==> config.mk <==
export PLATFORM = sky130hd
export DESIGN_NAME = fetch_unit
export DESIGN_NICKNAME = d
export VERILOG_FILES = /design/src/rtl/fetch_unit.sv
export SDC_FILE = /design/constraint.sdc
export NUM_CORES = 1
export LEC_CHECK = 0
export ABC_AREA = 1
export BUFFER_PORTS_ARGS = -buffer_cell sky130_fd_sc_hd__buf_2
export CELL_PAD_IN_SITES_DETAIL_PLACEMENT = 1
export CELL_PAD_IN_SITES_GLOBAL_PLACEMENT = 1
export CORE_ASPECT_RATIO = 0.6
export CORE_MARGIN = 2
export CORE_UTILIZATION = 33
export CTS_CLUSTER_SIZE = 30
export DETAILED_ROUTE_END_ITERATION = 10
export MAX_ROUTING_LAYER = met4
export PLACE_DENSITY = 0.82
export SYNTH_ARGS = -nofsm -noshare
export SYNTH_HDL_FRONTEND = slang
export SYNTH_SLANG_ARGS = --single-unit
==> constraint.sdc <==
create_clock -name clk -period 1.9 [get_ports clk]
set_input_delay 0.38 -clock clk [delete_from_list [all_inputs] [get_ports clk]]
set_output_delay 0.38 -clock clk [all_outputs]
set_load 0.005 [all_outputs]
==> src/rtl/fetch_unit.sv <==
// Instruction fetch: one memory read per FETCH visit of the control unit, with timeout and branch load.
// Latency: mem_req one edge after FETCH; ir/pc update on the edge after mem_ready; no flow-control backpressure.
module fetch_unit #(
  parameter logic [31:0] RESET_PC = 32'h0000_0000,
  parameter int          TIMEOUT  = 15
) (
  input  logic        clk,
  input  logic        reset,
  input  logic [3:0]  state_reg,
  input  logic        mem_ready,
  input  logic [31:0] mem_rdata,
  input  logic        pc_load,
  input  logic [31:0] pc_target,
  output logic        mem_req,
  output logic [31:0] mem_addr,
  output logic [31:0] ir,
  output logic [6:0]  opcode,
  output logic [31:0] pc,
  output logic        fetch_done,
  output logic        fetch_err
);

  typedef enum logic [1:0] {F_IDLE = 2'd0, F_WAIT = 2'd1, F_DONE = 2'd2} fstate_t;

  localparam logic [3:0] ST_FETCH = 4'b0001;
  localparam logic [3:0] ST_WB    = 4'b0100;
  localparam logic [3:0] CNT_LAST = 4'(TIMEOUT - 1);

  fstate_t     state_q, state_d;
  logic [31:0] pc_q, pc_d;
  logic [31:0] ir_q, ir_d;
  logic [3:0]  cnt_q, cnt_d;
  logic        mem_req_q, mem_req_d;
  logic        done_q, done_d;
  logic        err_q, err_d;

  logic is_fetch, start, capture, timeout;

  assign is_fetch = (state_reg == ST_FETCH);
  assign start    = (state_q == F_IDLE) && is_fetch;
  assign capture  = (state_q == F_WAIT) && mem_ready;
  assign timeout  = (state_q == F_WAIT) && !mem_ready && (cnt_q == CNT_LAST);

  always_ff @(posedge clk or negedge reset) begin
    if (!reset) state_q <= F_IDLE;
    else        state_q <= state_d;
  end

  // F_DONE holds until the control unit leaves FETCH so each visit fetches once.
  always_comb begin
    state_d = state_q;
    case (state_q)
      F_IDLE:  if (is_fetch) state_d = F_WAIT;
      F_WAIT:  if (capture || timeout) state_d = F_DONE;
      F_DONE:  if (!is_fetch) state_d = F_IDLE;
      default: state_d = F_IDLE;
    endcase
  end

  always_comb begin
    mem_req_d = mem_req_q;
    cnt_d     = cnt_q;
    pc_d      = pc_q;
    ir_d      = ir_q;
    done_d    = capture;
    err_d     = err_q | timeout;
    if (start) begin
      mem_req_d = 1'b1;
      cnt_d     = 4'd0;
    end
    if (capture || timeout) mem_req_d = 1'b0;
    if ((state_q == F_WAIT) && !mem_ready && !timeout) cnt_d = cnt_q + 4'd1;
    // Capture increment wins over a coincident branch load.
    if (capture) begin
      ir_d = mem_rdata;
      pc_d = pc_q + 32'd4;
    end else if (pc_load && (state_reg == ST_WB)) begin
      pc_d = pc_target & 32'hFFFF_FFFC;
    end
  end

  always_ff @(posedge clk or negedge reset) begin
    if (!reset) begin
      pc_q      <= RESET_PC;
      ir_q      <= 32'd0;
      cnt_q     <= 4'd0;
      mem_req_q <= 1'b0;
      done_q    <= 1'b0;
      err_q     <= 1'b0;
    end else begin
      pc_q      <= pc_d;
      ir_q      <= ir_d;
      cnt_q     <= cnt_d;
      mem_req_q <= mem_req_d;
      done_q    <= done_d;
      err_q     <= err_d;
    end
  end

  assign mem_req    = mem_req_q;
  assign mem_addr   = pc_q;
  assign ir         = ir_q;
  assign opcode     = ir_q[6:0];
  assign pc         = pc_q;
  assign fetch_done = done_q;
  assign fetch_err  = err_q;

endmodule

==> flow_metrics.tcl <==
set metrics [dict create \
    status "completed" \
    final_cells 886 \
    grt.busiest_layer "met2" \
    seqPwrFrac_pct 41.5 \
    p_sw_share_pct 36.48 \
    crit_fanout 6 \
    grt_use_total_pct 21.69 \
    cts_tree "done" \
    layout_common_cells "nand2_1, buf_2, dfrtp_1" \
    seqCellArea_mm2 0.001777 \
    synthCells 577 \
    internal_power_uw 3919 \
    fp.dieH_um 90.69 \
    end_kind "flop" \
    drt_iter0_markers 148 \
    core_mm2 0.01214 \
    hp-class "in2reg" \
    p_clk_share_pct 29.2 \
    grt_util_met2_pct 36.96 \
    syn-cell-area_mm2 0.004133 \
    dp.cells 869 \
    clockBufferDepth 2 \
    p_comb_share_pct 29.3 \
    yosys-top-cells-area "dfrtp_1, nand2_1, buf_4" \
    via_per_inst 4.773 \
    hold_violations 0 \
    layout_commonest_cell "nand2_1" \
    fillCellCount 1613 \
    hpwl_mm 10.60 \
    areaGrowthSynthToFinish_pct 26.64 \
    die_w_um 148.5 \
    max_freq_ghz 0.5826 \
    r2r_start "mem_addr[3]" \
    drive_gt1_share_pct 30.37 \
    grt_pass1_wl_mm 22.36 \
    p_leak_uw 0.002770 \
    post_cts_buffers 0 \
    antenna_found_initial 0 \
    min_delay_path_depth 3 \
    ioPinCount 178 \
    pwr_density_cell_mw_per_mm2 1179 \
    drt_first_pass_iters 4 \
    peakVddDrop_mv 0.4307 \
    cp.arrival_ns 1.93 \
    rsz0062_at_grt "no" \
    multi_input_area_mm2 0.001853 \
    initial_core_util_pct 34.04 \
    rows 31 \
    period_share_pct 90.34 \
    gr-usage-met1_pct 25.95 \
    use_met3_pct 6.061 \
    cts_buffers 9 \
    wl_per_cell_um 15.60 \
    startpoint_type "flop" \
    path_clk_slew_ns 0.06 \
    fin_setup_tns_ns 0 \
    syn-mean-instance-area_um2 7.162 \
    grt_pass1_vias 4485 \
    clock-root-buffer "clkbuf_16" \
    grt-ovfl-total 0 \
    layout.nets 791 \
    yosysSeqAreaShare_pct 42.99 \
    ys_seq_elements 71 \
    cts_sinks 71 \
    ant_nets 0 \
    period_needed_ns 1.716 \
    num_antenna_cells 0 \
    totalWireLength_mm 13.82 \
    ys_types 29 \
    drv_slew 0 \
    dr_total_vias 4229 \
    crit_type "reg2reg" \
    p_switching_uw 2251 \
    io_buffers 171 \
    crit_required_ns 2.11 \
    clock_latency_ns 0.34 \
    hold_start "mem_rdata[27]" \
    hold_end "ir[27]" \
    gp_congestion 0.8531 \
    yosys.area.top_type "dfrtp_1" \
    die-area_mm2 0.01346 \
    grt_max_degree 35 \
    r2r_end "mem_addr[14]" \
    yosys.area.top_type_share_pct 42.99 \
    cts_htree_levels 3 \
    finalSetupViolCount 0 \
    skew_ns 0.007999 \
    r2r_setup_slack_ns 0.18 \
    yosysWarningCount 0 \
    max_cap_violations 0 \
    rr_worst_depth 8 \
    drcViolationCount 0 \
]
synth_stat cells:
cell	n
buf_6	1
nor2_4	4
o21ai_1	1
o211ai_1	10
a21oi_1	4
ha_1	3
buf_2	10
clkinv_1	2
nand2_2	5
or2_2	1
xor2_1	3
o21a_1	4
buf_4	44
o21ai_0	6
dfrtp_1	71
conb_1	1
or2_0	1
nand4_1	2
a31oi_1	1
inv_1	29
and2_1	2
nor4_1	1
nor2_2	11
a211oi_1	2
inv_2	3
o21bai_1	2
nand3_1	47
nand2_1	265
nor2_1	41
kinds of logic (layout without fill, tap and decap cells):
logic type      after synthesis  count (layout)  synth area share (%)
compound gates               30              30                 4.753
xor+xnor                      3               3                0.6359
fa+ha+maj                     3               3                0.9084
buf+inv                      89             230                 12.56
flops                        71              71                 42.99
other cells                   1               4               0.09074
simple gates                380             380                 38.06
power groups by stage:
| stage | clock [uW] | sequential [uW] | combinational (uW) |
|---|---|---|---|
| detailed placement | 0 | 2570 | 1840 |
| global route | 1910 | 2650 | 2050 |
| finish | 1800 | 2560 | 1810 |
| global placement | 0 | 2530 | 1750 |
| floorplan | 0 | 2460 | 1120 |
| CTS | 1850 | 2570 | 1850 |
final cells by class:
cell class	instances	share of cell area, %
multi-input combinational	420	35.41
sequential	71	33.95
timing repair buffer	180	18.22
clock buffer	11	4.829
tap	165	3.945
inverter	34	2.438
clock inverter	5	1.219
worst max-delay path, stage by stage, from the launching register on:
cell and delay [ns]:
dfrtp_1 0.43, ha_1 0.26, inv_1 0.12, nor2_2 0.18
nand2_2 0.13, nor2_4 0.15, nand3_1 0.10, a21oi_1 0.15
nor2_1 0.07
layer usage:
metal	part of all wire, %	wire length (um)
met1	44	6121
met2	48	6683
met3	6.5	895
met4	0.88	122
met5	0	0
flip-flops by register name, indices dropped and copies added, names as in the netlist:
signal,flops
fetch_done,1
mem_req,1
fetch_err,1
mem_addr,30
cnt_q,4
state_q,2
ir,32
worst max-delay path by stage:
stage                            start  slack (ns)      endpoint
after global routing       mem_addr[3]        0.03  mem_addr[18]
after global placement     mem_addr[3]        0.27  mem_addr[22]
after detailed placement  mem_addr[13]        0.18  mem_addr[19]
after floorplan            mem_addr[3]        0.46  mem_addr[22]
final                      mem_addr[3]        0.18  mem_addr[14]
after CTS                 mem_addr[13]        0.16  mem_addr[19]
metrics by stage:
| step | instance area (um^2) | utilization, % | total power (uW) | hold slack, ns | setup slack, ns |
|---|---|---|---|---|---|
| after global placement | 4907 | 40.42 | 4278 | 0.3321 | 0.2703 |
| after detailed placement | 4907 | 40.42 | 4412 | 0.3386 | 0.1776 |
| after floorplan | 4144 | - | 3583 | 0.08441 | 0.4640 |
| after CTS | 5234 | 43.11 | 6266 | 0.2236 | 0.1623 |
| after global routing | 5234 | 43.11 | 6609 | 0.2361 | 0.03034 |
| final | 5234 | 43.11 | 6170 | 0.2352 | 0.1836 |
timing repair:
| action | in CTS | in global routing |
|---|---|---|
| resized for setup | 0 | 0 |
| hold buffers | 1 | 0 |
| setup endpoints to repair | 0 | 0 |
| hold endpoints to repair | 26 | 0 |
Power figures use the tool's default switching activity.
